<file path="src/rtl/uart_tx_pkg.sv">
// Shared types and constants for the UART transmit scheduler.
// Holds the FSM encoding, the idle-line byte and the delay-counter sizing helper.
package uart_tx_pkg;

  typedef enum logic [1:0] {
    ST_HOLD = 2'd0,
    ST_IDLE = 2'd1,
    ST_SEND = 2'd2,
    ST_WAIT = 2'd3
  } tx_state_e;

  localparam int FRAME_CYCLES_MIN = 11;
  localparam logic [7:0] IDLE_LINE_BYTE = 8'hFF;

  // Bits needed to hold values 0..max_value.
  function automatic int cnt_width(input int max_value);
    return (max_value < 2) ? 1 : $clog2(max_value + 1);
  endfunction

endpackage

</file>
<file path="src/rtl/uart_tx_scheduler_rr_arbiter.sv">
// Combinational rotate-priority arbiter: the winner is the first asserted request
// found searching upward from ptr+1 with wrap-around.
module rr_arbiter #(
  parameter int NREQ = 4,
  localparam int PW = (NREQ > 1) ? $clog2(NREQ) : 1
) (
  input  logic [NREQ-1:0] req,
  input  logic [PW-1:0]   ptr,
  output logic [PW-1:0]   winner,
  output logic            valid
);

  always_comb begin
    winner = '0;
    valid  = 1'b0;
    // Scan from the farthest rotation back to ptr+1 so the nearest hit is the last write.
    for (int k = NREQ; k >= 1; k--) begin
      for (int i = 0; i < NREQ; i++) begin
        if (req[i] && (((int'(ptr) + k) % NREQ) == i)) begin
          winner = PW'(i);
          valid  = 1'b1;
        end
      end
    end
  end

endmodule

</file>
<file path="src/rtl/uart_tx_scheduler.sv">
// Shares one bit-rate 8N1 serializer between NREQ requesters, sending each granted
// fixed-length message as back-to-back frames paced by counting bit periods.
module uart_tx_scheduler
  import uart_tx_pkg::*;
#(
  parameter int NREQ         = 4,
  parameter int MSG_BYTES    = 2,
  parameter int FRAME_CYCLES = 11,
  parameter int GAP_CYCLES   = 1,
  localparam int GW = (NREQ > 1) ? $clog2(NREQ) : 1
) (
  input  logic                        clk_115200hz,
  input  logic                        reset,
  input  logic [NREQ-1:0]             req,
  input  logic [NREQ*MSG_BYTES*8-1:0] req_msg,
  output logic [NREQ-1:0]             ack,
  output logic [GW-1:0]               grant_id,
  output logic                        busy,
  output logic                        tx_start,
  output logic [7:0]                  tx_data,
  output tx_state_e                   state_dbg
);

  localparam int SLOT = FRAME_CYCLES + GAP_CYCLES;
  localparam int CW   = cnt_width(SLOT - 1);
  localparam int BW   = (MSG_BYTES > 1) ? $clog2(MSG_BYTES) : 1;
  localparam logic [CW-1:0] CNT_RELOAD = CW'(SLOT - 1);
  localparam logic [BW-1:0] LAST_BYTE  = BW'(MSG_BYTES - 1);
  localparam logic [GW-1:0] PTR_RESET  = GW'(NREQ - 1);

  // Handshake: req[i] is a level held by requester i until it sees a one-cycle
  // ack[i]; the message is captured on the IDLE edge that grants it, so req and
  // req_msg may change freely from the ack cycle onward.

  tx_state_e      state, state_nx;
  logic [GW-1:0]  ptr, win;
  logic           win_valid;
  logic [BW-1:0]  idx;
  logic [CW-1:0]  cnt;
  logic           cnt_done;
  logic [7:0]     msg_q     [MSG_BYTES];
  logic [7:0]     req_bytes [NREQ][MSG_BYTES];

  for (genvar gi = 0; gi < NREQ; gi++) begin : g_req
    for (genvar gj = 0; gj < MSG_BYTES; gj++) begin : g_byte
      assign req_bytes[gi][gj] = req_msg[(gi*MSG_BYTES + gj)*8 +: 8];
    end
  end

  rr_arbiter #(.NREQ(NREQ)) u_arb (
    .req    (req),
    .ptr    (ptr),
    .winner (win),
    .valid  (win_valid)
  );

  // The decrement to zero and the state change share one edge, so a slot is
  // SEND plus SLOT-1 WAIT cycles and tx_start pulses land exactly SLOT apart.
  assign cnt_done = (cnt == CW'(1));

  always_ff @(posedge clk_115200hz) begin
    if (reset) state <= ST_HOLD;
    else       state <= state_nx;
  end

  always_comb begin
    state_nx = state;
    case (state)
      ST_HOLD: if (cnt_done) state_nx = ST_IDLE;
      ST_IDLE: if (win_valid) state_nx = ST_SEND;
      ST_SEND: state_nx = ST_WAIT;
      ST_WAIT: if (cnt_done) state_nx = (idx == LAST_BYTE) ? ST_IDLE : ST_SEND;
      default: state_nx = ST_HOLD;
    endcase
  end

  always_ff @(posedge clk_115200hz) begin
    if (reset) begin
      ptr <= PTR_RESET;
      idx <= '0;
      cnt <= CNT_RELOAD;
      for (int j = 0; j < MSG_BYTES; j++) msg_q[j] <= IDLE_LINE_BYTE;
    end else begin
      case (state)
        ST_HOLD: cnt <= cnt - CW'(1);
        ST_IDLE: begin
          if (win_valid) begin
            ptr <= win;
            idx <= '0;
            for (int j = 0; j < MSG_BYTES; j++) msg_q[j] <= req_bytes[win][j];
          end
        end
        ST_SEND: cnt <= CNT_RELOAD;
        ST_WAIT: begin
          cnt <= cnt - CW'(1);
          if (cnt_done && (idx != LAST_BYTE)) idx <= idx + BW'(1);
        end
        default: ;
      endcase
    end
  end

  // tx_data follows the latched byte, so it holds from SEND through WAIT and IDLE.
  always_comb begin
    tx_start = 1'b0;
    ack      = '0;
    busy     = (state != ST_IDLE);
    tx_data  = msg_q[idx];
    if (state == ST_SEND) begin
      tx_start = 1'b1;
      if (idx == '0) ack[ptr] = 1'b1;
    end
  end

  assign grant_id  = ptr;
  assign state_dbg = state;

endmodule

</file>
<file path="config.mk">
export PLATFORM = sky130hd
export DESIGN_NAME = uart_tx_scheduler
export DESIGN_NICKNAME = d
export VERILOG_FILES = /design/src/rtl/uart_tx_pkg.sv /design/src/rtl/uart_tx_scheduler_rr_arbiter.sv /design/src/rtl/uart_tx_scheduler.sv
export SDC_FILE = /design/constraint.sdc
export NUM_CORES = 1
export LEC_CHECK = 0
export BUFFER_PORTS_ARGS = -buffer_cell sky130_fd_sc_hd__buf_2
export CORE_ASPECT_RATIO = 1.5
export CORE_UTILIZATION = 46
export CTS_CLUSTER_DIAMETER = 50
export DETAILED_ROUTE_END_ITERATION = 8
export PLACE_DENSITY = 0.87
export SLEW_MARGIN = 40
export SYNTH_ARGS = -nofsm -noshare
export SYNTH_HDL_FRONTEND = slang
export SYNTH_SLANG_ARGS = --single-unit
</file>
<file path="constraint.sdc">
create_clock -name clk_115200hz -period 2.3 [get_ports clk_115200hz]
set_clock_uncertainty 0.1 [all_clocks]
set_input_delay 0.46 -clock clk_115200hz [delete_from_list [all_inputs] [get_ports clk_115200hz]]
set_output_delay 0.46 -clock clk_115200hz [all_outputs]
set_load 0.03 [all_outputs]
</file>
## After elaboration in Yosys (flattened, before gate mapping)

Memory sizes are Yosys's and may differ from the RTL's. A register that Yosys moved wholly into a read port is not among the register bits.
Cells that the tools add are included.

| word-level totals | value |
|---|---|
| memories | 1 |
| flip-flop bits (word level) | 9 |
| word-level logic and storage cells | 134 |
| bits in writable memories | 16 |
| input port bits | 70 |

Memories:

| name | words | width | rd ports | clocked after Yosys merged registers in | write ports | line | text |
|---|---|---|---|---|---|---|---|
| msg_q | 2 | 8 | 1 | 1 | 2 | uart_tx_scheduler.sv:41 | `logic [7:0] msg_q [MSG_BYTES];` |

| cells by class | value |
|---|---|
| add/sub/neg operators | 6 |
| reductions and logical operators | 33 |
| order comparisons | 3 |
| multiplexer cells | 58 |
| equality and inequality tests | 21 |
| bitwise gates (word level) | 8 |

Operators by type and width:

| kind | count |
|---|---|
| 32-bit zero test | 4 |
| 2-bit two-way mux | 18 |
| 16-bit binary-select mux with 2-bit select | 1 |
| 16-bit two-way mux | 2 |
| 1-bit two-way mux | 29 |
| 3-bit == test, second input constant | 8 |
| 1-bit logical AND | 18 |
| 8-bit two-way mux | 2 |
| 3-bit by 2-bit == test with 1-bit output, second input constant | 4 |
| 2-bit OR reduction | 5 |
| 4-bit two-way mux | 2 |
| 2-bit case mux with 4 select lines | 1 |
| 4-bit case mux with 2 select lines | 1 |
| 2-bit inequality test, second input constant | 3 |
| 3-bit AND reduction | 2 |
| 2-bit by 1-bit adder with 2-bit output, second input constant | 2 |
| 2-bit adder, second input constant | 2 |
| 1-bit AND, first input constant | 4 |
| 2-bit == test, second input constant | 2 |
| 4-bit by 1-bit == test with 1-bit output, second input constant | 1 |
| 2-bit by 1-bit inequality test with 1-bit output, second input constant | 2 |
| 2-bit nonzero test | 2 |
| 4-bit by 1-bit subtractor with 4-bit output, second input constant | 1 |
| 3-bit >= comparator, second input constant | 1 |
| 11 further kinds | 12 |

## Logic depth before layout (Yosys ltp)

| logic depth | value |
|---|---|
| depth in word-level cells | 26 |
| depth in mapped cells | 7 |
| gate-level depth less buffers | 6 |

## Cells and area by module

A second synthesis with hierarchy kept.

| second synthesis, totals | value |
|---|---|
| cell total of the unflattened synthesis | 143 |
| area, all modules | 1771.7 µm² |

By module, submodules not included:

| module | instances | sequential area each (µm²) | cells an instance | area an instance (µm²) |
|---|---|---|---|---|
| uart_tx_scheduler | 1 | 680.7 | 129 | 1690.4 |
| rr_arbiter | 1 | 0.0 | 14 | 81.3 |

## Worst setup path after synthesis

OpenSTA, ideal clock, no wires.

| path | value |
|---|---|
| kind | reg-to-output |
| from | register state[1] (netlist: state_dbg[1]) |
| to | output ack[0] |
| path slack | -371 ps |
| buffers on the path | 0 |
| arrival | 2111 ps |
| data required time | 1740 ps |
| stages on the path, launching flop included | 3 |
| cells stage by stage | dfxtp_1 -> ha_1 -> nor4b_1 |

| between the ends | value |
|---|---|
| cells in the longest elaborated chain, start to end | 2 |

Ends and longest elaborated chain:

| what | line | text |
|---|---|---|
| start, declared | uart_tx_scheduler.sv:35 | `tx_state_e state, state_nx;` |
| start signal, assigned | uart_tx_scheduler.sv:63 | `else state <= state_nx;` |
| 2-bit == test | uart_tx_scheduler.sv:109 | `if (state == ST_SEND) begin` |
| 4-bit two-way mux | uart_tx_scheduler.sv:109 |  |
| end, declared | uart_tx_scheduler.sv:16 | `output logic [NREQ-1:0] ack,` |

No other way between the ends.

## Worst setup path after layout

| path | value |
|---|---|
| from | register state[0] (netlist: state_dbg[0]) |
| to | output ack[2] |

Same word-level chain as after synthesis.

==> impl_summary.txt <==
----------------------------------------------------
[Critical path]
  Req. time, crit path ... around 1.7 ns
  Launching element type of the critical path ... flop
  Worst Path Class, Setup ... reg -> out
  Crit. End Element ... primary output
  Peak fanout along the critical path ... 7
  WP data arrival ... between 1.5 and 2 ns

[Cells and area]
  Growth of design area from synthesis to finish ... 28.8%
  Highest-count cells in the layout ignoring fill and taps ... buf_2, mux2i_1, a22oi_1, edfxtp_1
  Diodes inserted ... 0
  Commonest non-fill, non-tap cell in the layout ... buf_2
  Cell Count, Final, Fillers Out ... 292
  Fraction of layout instances using a drive strength above 1 ... about 46%
  Nets@finish ... 327
  Number of filler instances in the final layout ... around 340

[Global route]
  Remaining global-route overflow ... 0
  Met2 routing resource usage after global routing ... 37.8%
  Total routing resource utilization after global routing ... 20.0%
  Most used routing layer ... met2
  Antenna violations before repair ... 0
  First-pass GRT wire length ... ~6.2 mm
  Largest net degree at the start of global routing ... 29
  Via count of the first global-routing pass ... 1523
  GRT met3 Usage ... 4.51%
  Met1 track demand over resource ... ~20%

[STA]
  Post-route minimum period ... 2.08 ns
  Worst-case headroom to the max-slew limit ... between 70% and 80%
  Crit share post-route ... 90.5%
  Final hold vios ... 0
  RSZ-0062 raised after global routing ... no
  Setup-violating endpoint count in the final report ... 0
  Timing-limited maximum frequency ... around 480 MHz
  Aggregate negative setup slack ... 0 ns
  Worst-Margin Slew ... roughly 0.40 ns
  Number of slew-limit violations in the final report ... 0

[Detailed routing]
  Router iterations before antenna repair ... 4
  Via count ... 1592
  Number of DRC markers after the initial detailed-route iteration ... 24
  Number of vias per cell ... 5.45
  Detail Route Antenna Nets ... 0
  Average wire per standard cell ... between 10 and 15 um
  Total length of routed wires ... 4.02 mm
  # DRC ... 0

[Floorplanning]
  Die height ... 78.0 um
  Number of I/O pins ... 88
  Placeable core region ... 3680 sq um
  Effective utilization at floorplan ... 48.1%
  Die width ... between 50 and 60 um
  Die footprint ... 4110 sq um
  # rows ... 27

[Job]
  Max capacitance violation total ... 0

[Placement]
  Post-DP HPWL ... 3.18 mm
  Port-buffer cells ... 87
  Cell total after placement ... 288
  RD Place Congestion ... roughly 0.8

[Run status]
  Result of the run ... completed

[CTS]
  TritonCTS clock tree ... built
  Post-cts sizing count ... 0
  Clock latency at the later pin of the worst-skew pair ... approximately 0.26 ns
  Root Driver ... clkbuf_8
  Number of clock sinks ... 26
  H-tree levels ... 1
  Clk pin slew, worst setup/hold paths ... 0.09 ns
  Longest Clk Path Bufs ... 2
  # hold bufs at CTS ... 0
  Post-CTS setup buffer count ... 0
  Number of clock buffers inserted by TritonCTS ... 3

[Synth]
  Syn nets ... 238
  Warning count from the yosys run ... 0
  Count of different cell masters after synthesis ... 34
  #FFs+latches synth ... 26
  Cell area after synthesis ... 1770 sq um
  Part of the Yosys area used for sequential elements ... 38.4%
  Average footprint of a synthesized cell ... 11.0 sq um
  Count of mapped cells out of synthesis ... 161

[Power]
  Maximum vdd drop ... 0.000455 V
  Power per unit of standard cell area ... 674 nW/um^2
  Leakage power figure ... 0.00101 uW

[Min path]
  Path class of the lowest-slack min-delay path ... in -> reg

----------------------------------------------------
-- synth_stat cells (all sizes together) --
library cell   n  area [sq um]
nor2b          1          6.26
ha             7          87.6
mux2           8          90.1
nor3           2          10.0
mux2i         33           330
clkbuf         2          7.51
nor3b          3          33.8
nand3          2          10.0
nor4b          2          17.5
o221a          1          11.3
nand2          5          18.8
nor2           9          33.8
a211o          1          8.76
a31o           1          8.76
edfxtp        16           480
o21ai          3          15.0
a311oi         2          17.5
nand2b         3          18.8
a22oi         16           120
a21oi         11          58.8
nand3b         2          15.0
and4           2          20.0
or2            2          12.5
o22a           2          18.8
a31oi          1          6.26
dfxtp         10           200
buf            7          86.3
inv            7          26.3
-- critical path, cell delays in order, from the launching register on --
cell     delay [ns]
dfxtp_1        0.45
inv_1          0.12
ha_1           0.27
and4_2         0.25
buf_2          0.17
-- sequential cells by signal (all words and copies together), names as in the netlist, named ones only --
signal	flops
idx	1
state_dbg	2
grant_id	2
cnt	4
msg_q	16
-- layout make-up --
cell class	instances	area, sq um	share of cell area (%)
multi-input cells	119	982	43.1
flip-flops and latches	26	681	29.8
repair buffers	93	493	21.6
clock buffers	4	45.0	1.97
well taps	43	53.8	2.36
inverters	7	26.3	1.15
-- cell families after synthesis --
group           share of synthesized area, %
mux                                     23.7
simple gates                            11.1
fa+ha+maj                               4.95
flops                                   38.4
buf+inv                                 6.78
compound gates                          15.0
-- power by group --
part / switching (uW) / internal (uW) / leakage (uW)
clock: 135 / 124 / 0.0000228
sequential: 63.1 / 561 / 0.000193
combinational: 343 / 312 / 0.000791
-- layer usage --
| metal | vias up | wire length [um] |
|---|---|---|
| met5 | - | 0 |
| met4 | 0 | 52 |
| met3 | 4 | 280 |
| met2 | 58 | 2170 |
| met1 | 737 | 1520 |
| li1 | 793 | - |
-- path summary, 6_finish.rpt --
path                             start                   endpoint  slack (ns)  cells after the start
min reg2reg        cnt[2]$_SDFFE_PP0P_        cnt[2]$_SDFFE_PP0P_        0.42                      2
max          state_dbg[0]$_SDFFE_PP0P_                     ack[2]        0.22                      4
min                              reset        cnt[2]$_SDFFE_PP0P_        0.41                      2
max reg2reg   grant_id[1]$_SDFFE_PP1P_  msg_q[1][6]$_SDFFCE_PN1P_        0.33                      5
-- metrics by stage --
step | total power, uW | util [%] | setup slack (ns) | hold slack [ns] | instance area (sq um)
floorplan | 1180 | - | 0.0331 | 0.371 | 1780
global placement | 1280 | 60.7 | 0.349 | 0.393 | 2240
detailed placement | 1290 | 60.7 | 0.291 | 0.394 | 2240
CTS | 1550 | 61.9 | 0.202 | 0.399 | 2280
global route | 1630 | 61.9 | 0.101 | 0.410 | 2280
finish | 1540 | 61.9 | 0.218 | 0.412 | 2280
Power figures use the tool's default switching activity.
